`src/rtl/mem_port_arbiter.sv`:
```
// Purpose : shares one single-ported data memory between instruction fetch and
//           the load/store stage; lane steering for stores, extension for loads.
// Latency : grant is combinational in the request cycle; read data, load
//           result and error flag appear exactly one cycle after the grant.
// Backpressure: a requester holds req until its gnt; data wins by default, but
//           fetch is forced through after STARVE_MAX consecutive denied cycles.
//
// Ports:
//   clk, rst                  clock, synchronous active-high reset
//   if_req/if_addr            fetch request (word address, low bits ignored)
//   if_gnt/if_rvalid/if_rdata fetch accept, fetch response
//   dm_req/dm_we/dm_funct3    load/store request, RISC-V size/sign encoding
//   dm_addr/dm_wdata          byte address, right-aligned store data
//   dm_gnt/dm_rvalid/dm_rdata load/store accept, extended load result
//   dm_err                    one-cycle pulse for a misaligned/illegal access
//   mem_*                     single-port memory interface (1-cycle read)
module mem_port_arbiter #(
  parameter int ADDR_W     = 14,
  parameter int STARVE_MAX = 4
) (
  input  logic              clk,
  input  logic              rst,
  // instruction fetch
  input  logic              if_req,
  input  logic [31:0]       if_addr,
  output logic              if_gnt,
  output logic              if_rvalid,
  output logic [31:0]       if_rdata,
  // load/store stage
  input  logic              dm_req,
  input  logic              dm_we,
  input  logic [2:0]        dm_funct3,
  input  logic [31:0]       dm_addr,
  input  logic [31:0]       dm_wdata,
  output logic              dm_gnt,
  output logic              dm_rvalid,
  output logic [31:0]       dm_rdata,
  output logic              dm_err,
  // memory array
  output logic              mem_en,
  output logic              mem_we,
  output logic [3:0]        mem_be,
  output logic [ADDR_W-1:0] mem_addr,
  output logic [31:0]       mem_wdata,
  input  logic [31:0]       mem_rdata
);

  localparam int CNT_W = $clog2(STARVE_MAX + 1);
  localparam logic [CNT_W-1:0] STARVE_LIM = CNT_W'(STARVE_MAX);

  // Kind of response owed in the cycle after a grant. Only one grant is
  // issued per cycle, so at most one response is ever outstanding.
  localparam logic [1:0] RSP_IDLE  = 2'd0;
  localparam logic [1:0] RSP_FETCH = 2'd1;
  localparam logic [1:0] RSP_LOAD  = 2'd2;
  localparam logic [1:0] RSP_ERR   = 2'd3;

  logic [CNT_W-1:0] starve_cnt;
  logic [1:0]       resp_q;
  logic [2:0]       ld_funct3;
  logic [1:0]       ld_off;
  logic [31:0]      if_rdata_q;
  logic [31:0]      dm_rdata_q;

  logic             dm_win;
  logic             if_win;
  logic [1:0]       dm_off;
  logic             dm_legal;
  logic             dm_access;
  logic [3:0]       st_be;
  logic [31:0]      st_wdata;
  logic [7:0]       ld_byte;
  logic [15:0]      ld_half;
  logic [31:0]      ld_ext;

  // Address bits above the array size wrap; fetch low bits are don't-care.
  logic unused_addr_bits;
  assign unused_addr_bits = ^{if_addr[31:ADDR_W+2], if_addr[1:0], dm_addr[31:ADDR_W+2]};

  assign dm_off = dm_addr[1:0];

  // ---------------------------------------------------------------------------
  // Arbitration. Data has priority unless fetch has already been denied
  // STARVE_MAX cycles in a row. Grants are masked while reset is asserted so
  // every output reads 0 during reset.
  // ---------------------------------------------------------------------------
  assign dm_win = !rst && dm_req && ((starve_cnt < STARVE_LIM) || !if_req);
  assign if_win = !rst && if_req && !dm_win;
  assign dm_gnt = dm_win;
  assign if_gnt = if_win;

  // ---------------------------------------------------------------------------
  // Access legality. Illegal accesses are still granted (the requester must
  // not stall forever) but never touch the memory.
  // ---------------------------------------------------------------------------
  always_comb begin
    dm_legal = 1'b1;
    case (dm_funct3)
      3'b000, 3'b100: dm_legal = 1'b1;
      3'b001, 3'b101: dm_legal = ~dm_off[0];
      3'b010:         dm_legal = (dm_off == 2'b00);
      default:        dm_legal = 1'b0;
    endcase
    // Unsigned variants only exist for loads.
    if (dm_we && dm_funct3[2]) begin
      dm_legal = 1'b0;
    end
  end

  assign dm_access = dm_win && dm_legal;

  // ---------------------------------------------------------------------------
  // Store lane steering: data is replicated across all lanes so the byte
  // enables alone select the target bytes.
  // ---------------------------------------------------------------------------
  always_comb begin
    st_be    = 4'b0000;
    st_wdata = 32'h0000_0000;
    case (dm_funct3[1:0])
      2'b00: begin
        st_be    = 4'b0001 << dm_off;
        st_wdata = {4{dm_wdata[7:0]}};
      end
      2'b01: begin
        st_be    = dm_off[1] ? 4'b1100 : 4'b0011;
        st_wdata = {2{dm_wdata[15:0]}};
      end
      default: begin
        st_be    = 4'b1111;
        st_wdata = dm_wdata;
      end
    endcase
  end

  // ---------------------------------------------------------------------------
  // Memory port. Outputs are forced to 0 when no access is issued so the
  // array sees a quiet bus on idle and error cycles.
  // ---------------------------------------------------------------------------
  always_comb begin
    mem_en    = if_win || dm_access;
    mem_we    = dm_access && dm_we;
    mem_be    = mem_we ? st_be : 4'b0000;
    mem_wdata = mem_we ? st_wdata : 32'h0000_0000;
    if (dm_win) begin
      mem_addr = dm_addr[ADDR_W+1:2];
    end else if (if_win) begin
      mem_addr = if_addr[ADDR_W+1:2];
    end else begin
      mem_addr = '0;
    end
  end

  // ---------------------------------------------------------------------------
  // Load result: select the lane recorded at grant time from the word the
  // memory returns this cycle, then sign- or zero-extend.
  // ---------------------------------------------------------------------------
  always_comb begin
    ld_byte = mem_rdata[{ld_off, 3'b000} +: 8];
    ld_half = ld_off[1] ? mem_rdata[31:16] : mem_rdata[15:0];
    case (ld_funct3)
      3'b000:  ld_ext = {{24{ld_byte[7]}}, ld_byte};
      3'b001:  ld_ext = {{16{ld_half[15]}}, ld_half};
      3'b100:  ld_ext = {24'h00_0000, ld_byte};
      3'b101:  ld_ext = {16'h0000, ld_half};
      default: ld_ext = mem_rdata;
    endcase
  end

  // ---------------------------------------------------------------------------
  // Response outputs. Data buses follow the memory in a response cycle and
  // otherwise replay the last value; an error cycle presents 0.
  // ---------------------------------------------------------------------------
  always_comb begin
    if_rvalid = !rst && (resp_q == RSP_FETCH);
    dm_rvalid = !rst && (resp_q == RSP_LOAD);
    dm_err    = !rst && (resp_q == RSP_ERR);

    if (rst) begin
      if_rdata = 32'h0000_0000;
    end else if (if_rvalid) begin
      if_rdata = mem_rdata;
    end else begin
      if_rdata = if_rdata_q;
    end

    if (rst || dm_err) begin
      dm_rdata = 32'h0000_0000;
    end else if (dm_rvalid) begin
      dm_rdata = ld_ext;
    end else begin
      dm_rdata = dm_rdata_q;
    end
  end

  // ---------------------------------------------------------------------------
  // State: response pipeline, load lane info, starvation counter, held data.
  // ---------------------------------------------------------------------------
  always_ff @(posedge clk) begin
    if (rst) begin
      resp_q     <= RSP_IDLE;
      ld_funct3  <= 3'b000;
      ld_off     <= 2'b00;
      starve_cnt <= '0;
      if_rdata_q <= 32'h0000_0000;
      dm_rdata_q <= 32'h0000_0000;
    end else begin
      if_rdata_q <= if_rdata;
      dm_rdata_q <= dm_rdata;

      if (if_win) begin
        resp_q <= RSP_FETCH;
      end else if (dm_win && !dm_legal) begin
        resp_q <= RSP_ERR;
      end else if (dm_access && !dm_we) begin
        resp_q <= RSP_LOAD;
      end else begin
        resp_q <= RSP_IDLE;
      end

      if (dm_access && !dm_we) begin
        ld_funct3 <= dm_funct3;
        ld_off    <= dm_off;
      end

      // Counts consecutive cycles a pending fetch was refused.
      if (!if_req || if_win) begin
        starve_cnt <= '0;
      end else if (starve_cnt < STARVE_LIM) begin
        starve_cnt <= starve_cnt + 1'b1;
      end
    end
  end

endmodule

```
`config.mk`:
```
export PLATFORM = sky130hd
export DESIGN_NAME = mem_port_arbiter
export DESIGN_NICKNAME = d
export VERILOG_FILES = /design/src/rtl/mem_port_arbiter.sv
export SDC_FILE = /design/constraint.sdc
export NUM_CORES = 1
export LEC_CHECK = 0
export CORE_ASPECT_RATIO = 1.75
export CORE_MARGIN = 2
export CORE_UTILIZATION = 38
export CTS_CLUSTER_DIAMETER = 40
export CTS_CLUSTER_SIZE = 25
export DETAILED_ROUTE_END_ITERATION = 16
export PLACE_DENSITY = 0.81
export RECOVER_POWER = 100
export SLEW_MARGIN = 20
export SYNTH_ARGS = -nofsm -noshare
export SYNTH_HDL_FRONTEND = slang
export SYNTH_SLANG_ARGS = --single-unit
```
`constraint.sdc`:
```
create_clock -name clk -period 2.55 [get_ports clk]
set_input_delay 0.51 -clock clk [delete_from_list [all_inputs] [get_ports clk]]
set_output_delay 0.51 -clock clk [all_outputs]
set_load 0.02 [all_outputs]
```
* Word-level counts from Yosys, hierarchy flattened *
Cells that the tools add are included.

operators by class
  add/sub/neg operators = 1
  magnitude comparators = 1
  equality and inequality tests = 11
  shift operators = 2
  mux-type cells = 18
  bitwise operators = 1
  reductions and logical operators = 29

operator list
  cell                                                                count
  32-bit 2-to-1 mux                                                   5
  32-bit case mux with 4 select lines                                 1
  32-bit case mux with 2 select lines                                 1
  32-bit by 6-bit variable part select with 8-bit output              1
  14-bit 2-to-1 mux                                                   2
  16-bit 2-to-1 mux                                                   1
  3-bit == test (second input constant)                               4
  1-bit logical AND                                                   12
  4-bit 2-to-1 mux                                                    2
  4-bit case mux with 2 select lines                                  1
  2-bit OR reduction                                                  4
  3-bit by 1-bit == test with 1-bit output (second input constant)    2
  3-bit logical NOT                                                   2
  1-bit logical NOT                                                   5
  2-bit by 1-bit == test with 1-bit output (second input constant)    2
  2-bit == test (second input constant)                               2
  2-bit logical NOT                                                   2
  1-bit logical OR                                                    4
  2-bit 2-to-1 mux                                                    2
  1-bit by 2-bit << shifter with 4-bit output (first input constant)  1
  3-bit by 1-bit adder with 3-bit output (second input constant)      1
  3-bit by 2-bit == test with 1-bit output (second input constant)    1
  3-bit less-than comparator (second input constant)                  1
  1-bit case mux with 3 select lines                                  1
  2 further kinds                                                     3

word-level totals
  register bits after elaboration = 74
  input bits = 136
  output and inout port bits = 121
  logic and storage cells = 70

* Depth between registers and ports, before layout *
Gate-level depths: netlist of run 1.

  word-level depth = 9
  mapped depth = 7

* Least setup slack after synthesis of run 1 *
Ideal clock, no wire load.

  path kind = register to output
  start point = register ld_off[0]
  end point = output port dm_rdata[15]
  arrival = 2.070 ns
  required time = 2.040 ns
  slack = -0.030 ns
  stages on the path, launching flop included = 4
  buffers on the path = 0
  path through = dfxtp_1 or3_1 o221a_1 a2111oi_0

between the ends
  cells in the longest elaborated chain, start to end = 4

RTL lines
  item                                                    RTL line  RTL
  from (decl)                                             61        logic [1:0] ld_off;
  from (signal assigned)                                  222       ld_off <= dm_off;
  32-bit by 6-bit variable part select with 8-bit output  158       ld_byte = mem_rdata[{ld_off, 3'b000} +: 8];
  32-bit case mux with 4 select lines                     160       case (ld_funct3)
  32-bit 2-to-1 mux                                       188       end else if (dm_rvalid) begin
  32-bit 2-to-1 mux                                       186       if (rst || dm_err) begin
  to (decl)                                               37        output logic [31:0] dm_rdata,

Every way passes these cells.

* Worst setup path after layout of run 1 *
  start point = register ld_funct3[2]
  end point = output port dm_rdata[23]

between the ends
  cells in the longest elaborated chain, start to end = 4

RTL lines
  item                                         RTL line  RTL
  from (decl)                                  60        logic [2:0] ld_funct3;
  from (signal assigned)                       221       ld_funct3 <= dm_funct3;
  3-bit == test, or another cell as far along  160
  32-bit case mux with 4 select lines (*)      160
  32-bit 2-to-1 mux (*)                        188
  32-bit 2-to-1 mux (*)                        186

Mark *: on every way between the ends. The rest lies on a longest branch, timed or not.

==> results.rst, run 1 <==
.. list-table::
   :header-rows: 1

   * - Metric
     - Value
   * - H-tree levels
     - 3
   * - Number of CTS-inserted buffers
     - 9
   * - Synthesized netlist cell count
     - 593
   * - Cells along the critical path
     - buf_6, or3_4, o221ai_2, nand2_2, buf_12, a211oi_2, buf_4
   * - Global-route wire length before repair
     - 30.3 mm
   * - Top library cells by usage in the layout, fill and taps aside
     - sky130_fd_sc_hd__buf_4 (153), sky130_fd_sc_hd__nand2_1 (95), sky130_fd_sc_hd__a21oi_1 (90)
   * - Largest fanout on the critical path
     - 14
   * - Total number of nets in the final design
     - 1039
   * - Via count normalized by instance count
     - 5.76
   * - Smallest setup slack after layout
     - -65.2 ps
   * - Required arrival time at the worst endpoint
     - 2040 ps
   * - Core region area
     - 0.0112 mm2
   * - Highest clock rate
     - 0.382 GHz
   * - Worst hold-check path type
     - register to register
   * - Skew-Pair Late Insertion Delay
     - 340 ps
   * - Routed length per placed instance
     - 19.7 um
   * - Share of the synthesized area in the top cell type
     - 33.9%
   * - TritonCTS Sinks
     - 74
   * - Via count
     - 5985
   * - Synthesis-stage register bit count
     - 74
   * - TritonCTS clock tree
     - yes
   * - Syn Area/Cell
     - 7.37 um2
   * - Violations in the final reports
     - setup timing
   * - Worst setup SP type
     - register
   * - Worst slew margin relative to its limit
     - 68.4%
   * - Share of synthesized cell area in full adder, half adder and majority cells
     - 0.286%
   * - Combinational family with the most area after synthesis
     - compound AO/OA/AOI/OAI gates
   * - Leakage dissipation
     - 3.49 nW
   * - Mux share of post-synthesis cell area
     - 6.87%
   * - Number of standard-cell rows in the floorplan
     - 51
   * - Clk root buf
     - sky130_fd_sc_hd__clkbuf_16
   * - RD Place Congestion
     - 0.927
   * - Primary FF master, synth
     - sky130_fd_sc_hd__dfxtp_1
   * - Antenna-violating nets left
     - 0
   * - Post-Route Hold Slack
     - 454 ps
   * - Number of buffers between clock root and the deepest sink
     - 2
   * - PnR Total Power
     - 3.80 mW
   * - Period utilisation layout
     - 103%
   * - Area of the mapped netlist
     - 0.00437 mm2
   * - Start-to-end type of the worst setup path
     - register to output pin
   * - Violation count after the first detailed-routing iteration
     - 516
   * - Cell Pwr Density
     - 470 mW/mm2
   * - Tot GR Track Use
     - 30.9%
   * - Floorplan die area
     - 0.0124 mm2
   * - Detailed-router iteration count before antenna repair
     - 5
   * - Final Hold Violating Endpoints
     - 0
   * - Pin slew with the least headroom to its limit
     - 469 ps
   * - Total of max-cap violations
     - 0
   * - Part of the Yosys area used for sequential elements
     - 33.9%
   * - Final setup violating endpoints
     - 19
   * - DRC violations left
     - 0
   * - Number of global-route vias before repair
     - 6019
   * - Antenna violations before repair
     - 0
   * - Unrepaired setup endpoints after global routing
     - yes
   * - Synth warnings
     - 0
   * - P&R area growth vs syn
     - 84.8%
   * - Count of flip-flops with a built-in enable after synthesis
     - 0
   * - Layout cells sized above 1
     - 35.9%
   * - Category of the worst setup path capture point
     - output pin
   * - I/O pin count
     - 257
   * - Fraction of synthesis flops using an asynchronous set or reset pin
     - 0%
   * - Maximum vdd ir drop
     - 636 uV
   * - Cell type with the largest total area after synthesis
     - sky130_fd_sc_hd__dfxtp_1
   * - Synth cell types
     - 41
   * - Hold buffers post-CTS
     - 0
   * - Horizontal die dimension
     - 85.1 um
   * - Slowest cell on crit path
     - sky130_fd_sc_hd__or3_4
   * - Most common cell after layout, fill and taps aside
     - sky130_fd_sc_hd__buf_4
   * - Post-Syn Nets
     - 730
   * - Outcome
     - finished, violations left
   * - Maximum number of pins on one net before global-route repair
     - 59
   * - Top cells by area, synth
     - sky130_fd_sc_hd__dfxtp_1 (34%), sky130_fd_sc_hd__a21oi_1 (11%), sky130_fd_sc_hd__nand2_1 (8.3%)
   * - Antenna diodes
     - 0
   * - Min Clock Period, post-route
     - 2620 ps
   * - Chip Height
     - 146 um
   * - Number of port buffers
     - 222
   * - Area share of xor/xnor cells in the synthesized design
     - 0%
   * - Complex-gate fraction of the synthesized area
     - 31.7%
   * - Starting Density
     - 39.1%
   * - Critical path data arrival time
     - 2110 ps
   * - Total grt overflow
     - 0
   * - Number of max-slew violations in the final report
     - 0
   * - Overall routed net length
     - 20.4 mm
   * - Setup Skew
     - 5.39 ps
   * - Critical Path Max Stage Delay
     - 390 ps
   * - Clock slew at reported path FFs
     - 60 ps
   * - Post-detailed-placement half-perimeter wirelength
     - 14.7 mm
   * - Simple-gate share of the synthesized area
     - 21.7%
per-layer routing:
metal / part of all wire [%] / GRT usage [%]
met3: 7.9 / 6.13
met5: 0 / 0
met4: 7.8 / 21.5
met2: 51 / 55.6
met1: 33 / 30.9
timing repair:
action                                  4_1_cts  5_1_grt
cloned                                        3        0
pin swaps                                     9       14
buffers inserted                             14        4
resized for setup                           454      148
endpoints found under the setup margin      119      116
layout make-up:
type | count | area (um2)
Inverter | 5 | 26.3
Tap cell | 132 | 165
Clock buffer | 10 | 239
Sequential cell | 74 | 1490
Timing Repair Buffer | 352 | 3020
Clock inverter | 6 | 113
Multi-Input combinational cell | 460 | 3030
Fill cell | 847 | 3090
cell usage after synthesis, types with 2 or more instances:
| cell | instances |
|---|---|
| sky130_fd_sc_hd__a211oi_1 | 32 |
| sky130_fd_sc_hd__buf_2 | 10 |
| sky130_fd_sc_hd__a221oi_1 | 14 |
| sky130_fd_sc_hd__or3b_1 | 2 |
| sky130_fd_sc_hd__clkbuf_1 | 40 |
| sky130_fd_sc_hd__dfxtp_1 | 74 |
| sky130_fd_sc_hd__nand2_1 | 97 |
| sky130_fd_sc_hd__nand2b_1 | 14 |
| sky130_fd_sc_hd__a311oi_1 | 7 |
| sky130_fd_sc_hd__a21oi_1 | 100 |
| sky130_fd_sc_hd__buf_1 | 3 |
| sky130_fd_sc_hd__mux2i_1 | 30 |
| sky130_fd_sc_hd__o21ai_1 | 7 |
| sky130_fd_sc_hd__nor2b_1 | 5 |
| sky130_fd_sc_hd__a22o_1 | 14 |
| sky130_fd_sc_hd__a2111oi_0 | 4 |
| sky130_fd_sc_hd__inv_1 | 3 |
| sky130_fd_sc_hd__and2_1 | 11 |
| sky130_fd_sc_hd__nor2_1 | 70 |
| sky130_fd_sc_hd__or3_1 | 3 |
| sky130_fd_sc_hd__o21ai_0 | 9 |
| sky130_fd_sc_hd__nand3b_1 | 7 |
| sky130_fd_sc_hd__o21bai_1 | 4 |
| sky130_fd_sc_hd__o31ai_1 | 14 |
| sky130_fd_sc_hd__inv_2 | 2 |
| sky130_fd_sc_hd__a21boi_1 | 2 |
registers in the layout (all words and copies together), names as in the netlist:
signal and count:
resp_q 2, if_rdata_q 32, ld_funct3 3, ld_off 2
starve_cnt 3, dm_rdata_q 32
metrics by stage:
step,setup TNS [ps],setup WS (ps),std cells,area (um2),util [%]
after global placement,-46880,-726,1004,7430,66.5
final,-512,-65.2,1039,8080,72.3
after CTS,-258,-89.5,1037,7980,71.5
after detailed placement,-47790,-773,1004,7430,66.5
after global routing,-2270,-133,1039,8080,72.3
after floorplan,0,81.2,593,4370,-
critical path, delay by kind of cell (launching register included):
kind,cells,cell delay (ps)
AO/OA/AOI/OAI,2,410
AND/OR/NAND/NOR,2,530
buffers and inverters,3,500
flip-flops,1,340
report_power, final:
group / switching [mW] / internal (mW) / total (mW)
logic: 0.570 / 0.500 / 1.07
clock network: 0.498 / 0.985 / 1.48
registers: 0.0226 / 1.22 / 1.24
total: 1.09 / 2.71 / 3.80
kinds of logic after synthesis:
logic type,after synthesis
compound gates,214
mux,30
fa+ha+maj,1
flops,74
buf+inv,59
simple gates,215
final timing paths:
| kind | start | endpoint | slack [ps] | cells past startpoint |
|---|---|---|---|---|
| max reg2reg | ld_funct3[2] | dm_rdata_q[25] | 580 | 8 |
| min | dm_rdata_q[0] | dm_rdata_q[0] | 450 | 2 |
| max | ld_funct3[2] | dm_rdata[23] | -70 | 7 |
| min reg2reg | dm_rdata_q[0] | dm_rdata_q[0] | 450 | 2 |
(Power assumes the default switching activity.)
==> inputs of run 2 (changes only) <==
--- a/config.mk
+++ b/config.mk
@@ -7,11 +7,11 @@
 export LEC_CHECK = 0
 export CORE_ASPECT_RATIO = 1.75
 export CORE_MARGIN = 2
-export CORE_UTILIZATION = 38
+export CORE_UTILIZATION = 41
 export CTS_CLUSTER_DIAMETER = 40
 export CTS_CLUSTER_SIZE = 25
 export DETAILED_ROUTE_END_ITERATION = 16
-export PLACE_DENSITY = 0.81
+export PLACE_DENSITY_LB_ADDON = 0.1
 export RECOVER_POWER = 100
 export SLEW_MARGIN = 20
 export SYNTH_ARGS = -nofsm -noshare
==> constraint.sdc (replaced) <==
create_clock -name clk -period 3.2 [get_ports clk]
set_input_delay 0.64 -clock clk [delete_from_list [all_inputs] [get_ports clk]]
set_output_delay 0.64 -clock clk [all_outputs]
set_load 0.02 [all_outputs]
==> run 2 against run 1 <==
  * Wire length down 15%
  * Cell count is 5.4% lower
  * Clock-buffer cell count is the same
  * Sequential power shrank 20%
  * Global-route usage is 1.0 points lower
  * Clock skew rose by 0.64 ps
  * Clock power is 25% lower
  * The run still ends with setup timing left
  * Final area down 10%
==> results.rst, run 2 (same netlist as run 1, synthesis figures left out) <==
.. list-table::
   :header-rows: 1

   * - Metric
     - Value
   * - Maximum vdd ir drop
     - 346 uV
   * - Chip Height
     - 141 um
   * - Number of standard-cell rows in the floorplan
     - 49
   * - Clk root buf
     - sky130_fd_sc_hd__clkbuf_16
   * - Via count normalized by instance count
     - 5.56
   * - Hold buffers post-CTS
     - 0
   * - Worst Reg-to-Reg Cells
     - 8
   * - P&R area growth vs syn
     - 65.9%
   * - Smallest setup slack after layout
     - -2.01 ps
   * - CP top delay family
     - buffers and inverters
   * - Antenna-violating nets left
     - 0
   * - Largest fanout on the critical path
     - 3
   * - Buf/Inv on CP
     - 3
   * - Total number of nets in the final design
     - 987
   * - Unrepaired setup endpoints after global routing
     - no
   * - Pin slew with the least headroom to its limit
     - 544 ps
   * - Worst slew margin relative to its limit
     - 63.7%
   * - Via count
     - 5461
   * - Post-detailed-placement half-perimeter wirelength
     - 13.9 mm
   * - Total grt overflow
     - 0
   * - Core region area
     - 0.0103 mm2
   * - Horizontal die dimension
     - 82.0 um
   * - Slowest cell on crit path
     - sky130_fd_sc_hd__dlygate4sd3_1
   * - Most common cell after layout, fill and taps aside
     - sky130_fd_sc_hd__clkdlybuf4s50_1
   * - Routed length per placed instance
     - 17.6 um
   * - Critical Path Max Stage Delay
     - 670 ps
   * - Post-Route Hold Slack
     - 429 ps
   * - Skew-Pair Late Insertion Delay
     - 340 ps
   * - Setup Skew
     - 6.02 ps
   * - Min Clock Period, post-route
     - 3200 ps
   * - Cell Pwr Density
     - 391 mW/mm2
   * - Starting Density
     - 42.4%
   * - Cell count of the worst hold path
     - 1
   * - Critical path data arrival time
     - 2560 ps
   * - Largest registers
     - dm_rdata_q x32, if_rdata_q x32
   * - Maximum number of pins on one net before global-route repair
     - 60
   * - Layout cells sized above 1
     - 16.4%
   * - Sink of the worst hold path
     - starve_cnt[0]
   * - Clock slew at reported path FFs
     - 60 ps
   * - Antenna violations before repair
     - 1
   * - Worst hold-check path type
     - register to register
   * - Floorplan die area
     - 0.0115 mm2
   * - Hold path startpoint
     - starve_cnt[0]
   * - TritonCTS clock tree
     - yes
   * - Utilization after layout
     - 70.4%
   * - Worst setup SP type
     - input port
   * - Top library cells by usage in the layout, fill and taps aside
     - sky130_fd_sc_hd__clkdlybuf4s50_1 (118), sky130_fd_sc_hd__a21oi_1 (99), sky130_fd_sc_hd__nand2_1 (97)
   * - Period utilisation layout
     - 100%
   * - Violation count after the first detailed-routing iteration
     - 257
   * - Global-route wire length before repair
     - 26.2 mm
   * - Final setup violating endpoints
     - 1
   * - I/O pin count
     - 257
   * - Highest clock rate
     - 0.312 GHz
   * - Overall routed net length
     - 17.3 mm
   * - Category of the worst setup path capture point
     - output pin
   * - Total of max-cap violations
     - 0
   * - Worst reg2reg path endpoint
     - dm_rdata_q[25]
   * - Number of max-slew violations in the final report
     - 0
   * - Cells along the critical path
     - clkdlybuf4s50_1, buf_4, a311oi_1, o31ai_1, dlygate4sd3_1
   * - Crit. path cell count
     - 5
   * - Number of CTS-inserted buffers
     - 9
   * - Layout fillers
     - 901
   * - Leakage dissipation
     - 3.05 nW
   * - Required arrival time at the worst endpoint
     - 2560 ps
   * - Setup slack on the worst flop-to-flop path
     - 1340 ps
   * - Detailed-router iteration count before antenna repair
     - 5
   * - H-tree levels
     - 3
   * - Start-to-end type of the worst setup path
     - input port to output pin
   * - TritonCTS Sinks
     - 74
   * - DRC violations left
     - 0
   * - Tot GR Track Use
     - 29.9%
   * - Number of global-route vias before repair
     - 5332
   * - Outcome
     - finished, violations left
   * - Origin of the critical flop-to-flop path
     - ld_funct3[1]
   * - Setup Slack @ Placement
     - -405 ps
   * - PnR Total Power
     - 2.83 mW
   * - RD Place Congestion
     - 0.974
   * - Final total negative setup slack
     - -2.01 ps
   * - Violations in the final reports
     - setup timing
   * - Final Hold Violating Endpoints
     - 0
   * - Number of buffers between clock root and the deepest sink
     - 2
   * - Number of port buffers
     - 222
-- run 2: cell count changes in the layout (fill, tap and decap cells not counted), moves of 9 or more --
| cell | change |
|---|---|
| sky130_fd_sc_hd__a21oi_1 | +9 |
| sky130_fd_sc_hd__nor2_1 | +11 |
| sky130_fd_sc_hd__dlygate4sd3_1 | +37 |
| sky130_fd_sc_hd__clkdlybuf4s50_1 | +33 |
| sky130_fd_sc_hd__clkbuf_1 | +13 |
| sky130_fd_sc_hd__buf_6 | -14 |
| sky130_fd_sc_hd__buf_4 | -89 |
| sky130_fd_sc_hd__a211oi_2 | -13 |
| sky130_fd_sc_hd__a211oi_1 | +15 |
-- run 2: layout make-up --
class	count	area, um2	share of cell area, %
Sequential cell	74	1490	20.5
Tap cell	127	159	2.19
Antenna cell	1	2.50	0.0345
Inverter	5	21.3	0.293
Timing Repair Buffer	300	2580	35.6
Clock inverter	6	95.1	1.31
Multi-Input combinational cell	460	2670	36.8
Clock buffer	10	239	3.30
-- run 2: through the flow --
stage | cell area, um2 | instances
2_1_floorplan | 4370 | 593
3_3_place_gp | 7140 | 965
3_5_place_dp | 7140 | 965
4_1_cts | 7460 | 982
5_1_grt | 7250 | 983
6_report | 7250 | 983
-- run 2: how the worst max path moves through the flow --
stage / endpoint / slack, ps / from
4_1_cts: mem_wdata[28] / -5 / dm_funct3[0]
6_report: dm_rdata[4] / -2 / mem_rdata[12]
2_1_floorplan: dm_rdata[15] / 430 / mem_rdata[23]
3_3_place_gp: mem_wdata[3] / -370 / dm_addr[0]
3_5_place_dp: dm_rdata[8] / -400 / mem_rdata[23]
5_1_grt: dm_rdata[0] / 2 / mem_rdata[8]
-- run 2: repair_timing --
action	CTS	global route
resized for setup	124	76
setup endpoints to repair	63	54
buffers inserted	1	0
cloned	0	0
pin swaps	1	0
-- run 2: report_power, final --
part           leakage, nW  internal, mW  switching (mW)
sequential           0.606         0.973          0.0203
clock                0.164         0.712           0.403
combinational         2.28         0.343           0.381
total                 3.05          2.03           0.805
-- run 2: layer usage --
metal / global-route usage, % / wire length (um) / share of wire, %
met1: 29.4 / 5990 / 35
met2: 54.5 / 9220 / 53
met3: 6.51 / 1210 / 7.0
met4: 17.9 / 910 / 5.2
met5: 0 / 0 / 0
